**config.mk**
```make
export PLATFORM = sky130hd
export DESIGN_NAME = demodulator_psk_rx_flat
export DESIGN_NICKNAME = d
export VERILOG_FILES = /design/src/rtl/demodulator_psk_rx_if.sv /design/src/rtl/demodulator_psk_rx.sv /design/src/flat_wrapper.sv
export SDC_FILE = /design/constraint.sdc
export NUM_CORES = 1
export LEC_CHECK = 0
export CAP_MARGIN = 5
export CELL_PAD_IN_SITES_DETAIL_PLACEMENT = 1
export CELL_PAD_IN_SITES_GLOBAL_PLACEMENT = 1
export CORE_MARGIN = 5
export CORE_UTILIZATION = 40
export DETAILED_ROUTE_END_ITERATION = 8
export PLACE_DENSITY_LB_ADDON = 0.05
export SLEW_MARGIN = 20
export SYNTH_ARGS = -nofsm -noshare
export SYNTH_HDL_FRONTEND = slang
export SYNTH_SLANG_ARGS = --single-unit
```
**constraint.sdc**
```tcl
create_clock -name clk -period 1.7 [get_ports clk]
set_input_delay 0.425 -clock clk [delete_from_list [all_inputs] [get_ports clk]]
set_output_delay 0.425 -clock clk [all_outputs]
set_load 0.005 [all_outputs]
```
**src/rtl/demodulator_psk_rx_if.sv**
```systemverilog
// Bundle of control, serial-line and FIFO-write signals for the PSK receiver.
// The receiver is the master: it drives the write strobe and status flags
// and consumes enable, the serial line, the sync pulse and the FIFO full flag.
interface demodulator_psk_rx_if;
    logic       i_enable;
    logic       i_serial_in;
    logic       i_sync;
    logic       i_full;
    logic       o_write;
    logic [7:0] o_sample;
    logic       o_locked;
    logic       o_overflow;
    logic       o_symb_clk;

    modport master (
        input  i_enable,
        input  i_serial_in,
        input  i_sync,
        input  i_full,
        output o_write,
        output o_sample,
        output o_locked,
        output o_overflow,
        output o_symb_clk
    );

    modport slave (
        output i_enable,
        output i_serial_in,
        output i_sync,
        output i_full,
        input  o_write,
        input  o_sample,
        input  o_locked,
        input  o_overflow,
        input  o_symb_clk
    );
endinterface

```
**src/rtl/demodulator_psk_rx.sv**
```systemverilog
// PSK receiver: samples the serial line once per bit period, assembles
// PSK_BITS_PER_SYMBOL bits LSB-first into a symbol and pushes each completed
// symbol into a downstream FIFO. Framing comes from an external sync pulse;
// after that, symbols follow back-to-back until disabled or realigned.
module demodulator_psk_rx #(
    parameter int PSK_CLKS_PER_BIT    = 4,
    parameter int PSK_BITS_PER_SYMBOL = 4
) (
    input  logic                 clk,
    input  logic                 rst,
    demodulator_psk_rx_if.master bus
);

    localparam int CLK_W = (PSK_CLKS_PER_BIT > 2) ? $clog2(PSK_CLKS_PER_BIT) : 1;
    localparam int BIT_W = (PSK_BITS_PER_SYMBOL > 1) ? $clog2(PSK_BITS_PER_SYMBOL) : 1;

    localparam logic [CLK_W-1:0] CLK_LAST   = CLK_W'(PSK_CLKS_PER_BIT - 1);
    localparam logic [CLK_W-1:0] CLK_SAMPLE = CLK_W'(PSK_CLKS_PER_BIT / 2);
    localparam logic [CLK_W-1:0] CLK_ONE    = CLK_W'(1);
    localparam logic [BIT_W-1:0] BIT_LAST   = BIT_W'(PSK_BITS_PER_SYMBOL - 1);
    localparam logic [BIT_W-1:0] BIT_ONE    = BIT_W'(1);

    typedef enum logic {
        ST_IDLE,
        ST_RUNNING
    } state_t;

    state_t                         r_state;

    logic                           r_sync_meta;
    logic                           r_sync_s;
    logic                           r_bit_meta;
    logic                           r_bit_s;

    logic [CLK_W-1:0]               r_cnt_clks;
    logic [BIT_W-1:0]               r_cnt_bits;
    logic [PSK_BITS_PER_SYMBOL-1:0] r_shift;

    logic                           r_write;
    logic [7:0]                     r_sample;
    logic                           r_locked;
    logic                           r_overflow;
    logic                           r_symb_clk;

    logic                           w_at_start;
    logic                           w_realign;
    logic                           w_clk_wrap;
    logic                           w_sym_end;
    logic                           w_sample_pt;
    logic [CLK_W-1:0]               w_clks_next;
    logic [BIT_W-1:0]               w_bits_next;
    logic [PSK_BITS_PER_SYMBOL-1:0] w_assembled;
    logic [7:0]                     w_symbol;

    // Two identical synchronizer chains keep sync and data aligned with each other.
    always_ff @(posedge clk or negedge rst) begin
        if (!rst) begin
            r_sync_meta <= 1'b0;
            r_sync_s    <= 1'b0;
            r_bit_meta  <= 1'b0;
            r_bit_s     <= 1'b0;
        end else begin
            r_sync_meta <= bus.i_sync;
            r_sync_s    <= r_sync_meta;
            r_bit_meta  <= bus.i_serial_in;
            r_bit_s     <= r_bit_meta;
        end
    end

    // Decode counter position: realignment, sample point, symbol end and next counts.
    always_comb begin
        w_at_start  = (r_cnt_clks == '0) && (r_cnt_bits == '0);
        w_realign   = r_sync_s && !w_at_start;
        w_clk_wrap  = (r_cnt_clks == CLK_LAST);
        w_sym_end   = w_clk_wrap && (r_cnt_bits == BIT_LAST) && !w_realign;
        w_sample_pt = (r_cnt_clks == CLK_SAMPLE) && !w_realign;

        w_clks_next = w_clk_wrap ? '0 : r_cnt_clks + CLK_ONE;
        w_bits_next = r_cnt_bits;
        if (w_clk_wrap) begin
            w_bits_next = (r_cnt_bits == BIT_LAST) ? '0 : r_cnt_bits + BIT_ONE;
        end
    end

    // Symbol as it stands after this clock, including a bit sampled in the same cycle.
    always_comb begin
        w_assembled = r_shift;
        if (w_sample_pt) begin
            w_assembled[r_cnt_bits] = r_bit_s;
        end
        w_symbol = '0;
        w_symbol[PSK_BITS_PER_SYMBOL-1:0] = w_assembled;
    end

    // Framing FSM with counters, bit capture and registered FIFO-side outputs.
    always_ff @(posedge clk or negedge rst) begin
        if (!rst) begin
            r_state    <= ST_IDLE;
            r_cnt_clks <= '0;
            r_cnt_bits <= '0;
            r_shift    <= '0;
            r_write    <= 1'b0;
            r_sample   <= '0;
            r_locked   <= 1'b0;
            r_overflow <= 1'b0;
            r_symb_clk <= 1'b0;
        end else begin
            r_write <= 1'b0;
            case (r_state)
                ST_IDLE: begin
                    r_cnt_clks <= '0;
                    r_cnt_bits <= '0;
                    if (bus.i_enable && r_sync_s) begin
                        r_state    <= ST_RUNNING;
                        r_locked   <= 1'b1;
                        r_cnt_clks <= CLK_ONE;
                        r_shift    <= '0;
                    end
                end

                ST_RUNNING: begin
                    if (w_sym_end) begin
                        r_sample <= w_symbol;
                        if (!bus.i_full) begin
                            r_write    <= 1'b1;
                            r_symb_clk <= ~r_symb_clk;
                        end else begin
                            r_overflow <= 1'b1;
                        end
                    end

                    if (!bus.i_enable) begin
                        r_state    <= ST_IDLE;
                        r_locked   <= 1'b0;
                        r_cnt_clks <= '0;
                        r_cnt_bits <= '0;
                    end else if (w_realign) begin
                        r_cnt_clks <= CLK_ONE;
                        r_cnt_bits <= '0;
                        r_shift    <= '0;
                    end else begin
                        r_cnt_clks <= w_clks_next;
                        r_cnt_bits <= w_bits_next;
                        r_shift    <= w_assembled;
                    end
                end

                default: begin
                    r_state  <= ST_IDLE;
                    r_locked <= 1'b0;
                end
            endcase
        end
    end

    assign bus.o_write    = r_write;
    assign bus.o_sample   = r_sample;
    assign bus.o_locked   = r_locked;
    assign bus.o_overflow = r_overflow;
    assign bus.o_symb_clk = r_symb_clk;

endmodule
```
**src/flat_wrapper.sv**
```systemverilog
// flat-port wrapper written by rule: the top's interface ports become plain ports
module demodulator_psk_rx_flat 
#(
    parameter int PSK_CLKS_PER_BIT    = 4,
    parameter int PSK_BITS_PER_SYMBOL = 4
)
  (clk, rst, bus_i_enable, bus_i_serial_in, bus_i_sync, bus_i_full, bus_o_write, bus_o_sample, bus_o_locked, bus_o_overflow, bus_o_symb_clk);
  demodulator_psk_rx_if bus_i ();
  input  logic clk;
  input  logic rst;
  input wire logic [$bits(bus_i.i_enable)-1:0] bus_i_enable;
  input wire logic [$bits(bus_i.i_serial_in)-1:0] bus_i_serial_in;
  input wire logic [$bits(bus_i.i_sync)-1:0] bus_i_sync;
  input wire logic [$bits(bus_i.i_full)-1:0] bus_i_full;
  output wire logic [$bits(bus_i.o_write)-1:0] bus_o_write;
  output wire logic [$bits(bus_i.o_sample)-1:0] bus_o_sample;
  output wire logic [$bits(bus_i.o_locked)-1:0] bus_o_locked;
  output wire logic [$bits(bus_i.o_overflow)-1:0] bus_o_overflow;
  output wire logic [$bits(bus_i.o_symb_clk)-1:0] bus_o_symb_clk;
  assign bus_i.i_enable = bus_i_enable;
  assign bus_i.i_serial_in = bus_i_serial_in;
  assign bus_i.i_sync = bus_i_sync;
  assign bus_i.i_full = bus_i_full;
  assign bus_o_write = bus_i.o_write;
  assign bus_o_sample = bus_i.o_sample;
  assign bus_o_locked = bus_i.o_locked;
  assign bus_o_overflow = bus_i.o_overflow;
  assign bus_o_symb_clk = bus_i.o_symb_clk;
  demodulator_psk_rx #(.PSK_CLKS_PER_BIT(PSK_CLKS_PER_BIT), .PSK_BITS_PER_SYMBOL(PSK_BITS_PER_SYMBOL)) u_core (.clk(clk), .rst(rst), .bus(bus_i));
endmodule
```
==> impl_metrics.tcl <==
set metrics [dict create \
    grt_pass1_vias 746 \
    drcViolationCount 0 \
    cts.path.max_buffers 2 \
    cts_setup_buffers 0 \
    slowest_stage "clkdlybuf4s50_1" \
    antenna_cells 0 \
    drv_cap 0 \
    viasPerCell 5.09 \
    worstRegToRegCells 5 \
    cts_htree_levels 1 \
    clk-insertion-delay-late_ns 0.31 \
    worstHoldPathType "reg -> reg" \
    clockRootBuffer "clkbuf_4" \
    cp-startpoint "u_core.bus.o_locked" \
    fp.dieH_um 60.4 \
    post-route-min-period_ns 1.64 \
    hold_violations 0 \
    status "completed" \
    synth_area_sq_mm 0.00102 \
    netlist_instances 88 \
    path_buf_inv 1 \
    ys_types 28 \
    worstReg2RegStart "u_core.r_cnt_bits[1]" \
    area_growth_pct 20.3 \
    r2r_end "u_core.r_shift[2]" \
    drive_gt1_share_pct 16.8 \
    num_io_pins 18 \
    reg2reg_setup_slack_ns 0.11 \
    grt_max_degree 22 \
    cp_max_fo 3 \
    p_per_area_mw_per_mm2 699 \
    path_class "reg -> out" \
    path_delay_family "buffers and inverters" \
    antenna_found_initial 0 \
    ys_seq_area_share_pct 51.7 \
    yosysWarnings 0 \
    tritoncts "yes" \
    cp-start-kind "flip-flop" \
    nets 121 \
    worstPathCellList "clkdlybuf4s50_1" \
    initial_utilization_pct 41.4 \
    cts_buffers 3 \
    fmax_ghz 0.608 \
    wl_per_cell_um 13.9 \
    p_total_w 0.000856 \
    vias 698 \
    grtUsageMet1_pct 14.2 \
    synthTopCellsByArea "dfrtp_1 (52%), ha_1 (8.6%), nand2b_4 (4.1%)" \
    crit_path_max_incr_delay_ns 0.51 \
    drt-pass1-iter-count 3 \
    setup_viol 0 \
    leakage_nw 0.539 \
    dp_hpwl_mm 1.50 \
    die-area_sq_mm 0.00365 \
    crit_required_ns 1.27 \
    min_period_over_period_pct 96.7 \
    ys_seq_elements 21 \
    clkSinkCount 21 \
    synth-async-reset-ratio_pct 100 \
    grt_pass1_wl_mm 3.27 \
    grt_use_total_pct 12.1 \
    synth.top_cell.area_share_pct 51.7 \
    endpoint_kind "output port" \
    ys.flop_type "dfrtp_1" \
    tns_ns 0 \
    drt_iter0_markers 13 \
    rsz0062_at_grt "no" \
    cp_num_cells 1 \
    slew_violations 0 \
    grt_overflow_total 0 \
    clk_pin_slew_ns 0.12 \
    synth_top_area_cell "dfrtp_1" \
    crit_arrival_ns 1.22 \
    core_region_area_sq_mm 0.00245 \
    dieWidth_um 60.4 \
    grtUsageMet3_pct 3.83 \
    final_core_util_pct 49.8 \
    postSynthAreaPerCell_sq_um 11.6 \
    io_buffers 13 \
    wl_mm 1.90 \
    gp_congestion 0.774 \
    top_usage_layer "met2" \
    irDropWorstVdd_mv 0.696 \
    synth_edf_count 0 \
    postRouteAntennaNets 0 \
    cp-endpoint "bus_o_locked" \
    rows 18 \
    clock_skew_ns 0.00303 \
    grt_util_met2_pct 21.0 \
]
power by group:
group / total, W / switching (W) / leakage [nW] / internal (W)
Combinational: 0.0000835 / 0.0000434 / 0.246 / 0.0000400
Sequential: 0.000527 / 0.0000137 / 0.276 / 0.000514
Clock: 0.000245 / 0.000157 / 0.0177 / 0.0000881
Total: 0.000856 / 0.000214 / 0.539 / 0.000642
cell families after synthesis:
| logic type | synth area share [%] |
|---|---|
| compound gates | 14.6 |
| xor+xnor | 0.861 |
| fa+ha+maj | 8.61 |
| buf+inv | 5.54 |
| flops | 51.7 |
| mux | 1.97 |
| other cells | 0.369 |
| simple gates | 16.4 |
registers in the layout (all words and copies together), names as in the netlist:
register and flops:
u_core.bus.o_sample 4, u_core.r_shift 4, u_core.r_cnt_bits 2, u_core.r_cnt_clks 2
u_core.bus.o_locked 1, u_core.bus.o_overflow 1, u_core.bus.o_symb_clk 1, u_core.bus.o_write 1
u_core.r_bit_meta 1, u_core.r_bit_s 1, u_core.r_state 1, u_core.r_sync_meta 1
u_core.r_sync_s 1
area by class of cell:
cell class	count	area [sq um]
fill	272	1230
tap	30	37.5
clock inverter	1	5.00
clock buffer	3	22.5
multi-input combinational	59	454
timing repair buffer	16	153
inverter	7	26.3
sequential	21	526
synthesized netlist by cell type, drive strengths merged (2+ instances only):
cell	instances
nand3	2
nor2	7
buf	4
mux2i	2
nand4	3
a21oi	3
inv	7
a31oi	5
and3	4
nand2b	3
o21ai	4
ha	7
a32o	3
nor3	2
dfrtp	21
layer usage:
| metal | vias up | part of all wire (%) |
|---|---|---|
| met4 | 0 | 0.74 |
| met3 | 2 | 6.6 |
| met5 | - | 0 |
| met2 | 16 | 48 |
| met1 | 338 | 45 |
| li1 | 342 | - |
placed cells by master, fill, tap and decap left out:
master	Yosys	layout
mux2i_1	2	2
and2_1	1	1
o21ai_0	4	3
conb_1	1	4
nand3_2	0	1
clkinv_2	0	1
o22ai_1	1	1
ha_1	7	6
nor3_1	2	2
a21bo_4	1	1
buf_4	4	3
clkbuf_4	0	3
a31oi_1	5	5
nand3_1	2	1
nand4_1	3	3
o211ai_1	1	1
inv_1	7	7
nand2_1	1	1
o21a_1	1	1
a21o_1	1	1
clkdlybuf4s50_1	0	13
a21oi_1	3	3
xor2_1	1	1
and3_4	3	3
nand2b_4	3	3
a32o_1	3	3
nor2b_1	1	1
ha_2	0	1
nor2_2	1	1
dfrtp_1	21	21
a21boi_1	0	1
and3_2	1	1
o21ai_1	0	1
nor2_1	6	6
timing repair:
action                                  CTS  global route
endpoints found under the setup margin    0             5
resized for setup                         0             4
hold buffers                              0             0
worst min-delay path by stage:
| stage | from | end | slack, ns | cells past startpoint |
|---|---|---|---|---|
| after floorplan | rst | u_core.bus.o_locked | 0.13 | 0 |
| after global placement | u_core.r_sync_meta | u_core.r_sync_s | 0.33 | 0 |
| after detailed placement | u_core.r_bit_meta | u_core.r_bit_s | 0.34 | 0 |
| after CTS | u_core.r_bit_meta | u_core.r_bit_s | 0.36 | 0 |
| after global routing | u_core.r_bit_meta | u_core.r_bit_s | 0.37 | 0 |
| final | u_core.r_bit_meta | u_core.r_bit_s | 0.36 | 0 |
metrics by stage:
| step | instances | setup slack (ns) | instance area [sq um] | hold slack (ns) |
|---|---|---|---|---|
| floorplan | 91 | 0.208 | 1030 | 0.129 |
| finish | 137 | 0.0556 | 1220 | 0.360 |
| global route | 137 | 0.00939 | 1220 | 0.366 |
| global placement | 133 | 0.0900 | 1190 | 0.334 |
| detailed placement | 133 | 0.0121 | 1190 | 0.337 |
| CTS | 137 | 0.0275 | 1220 | 0.364 |
Power figures use the tool's default switching activity.
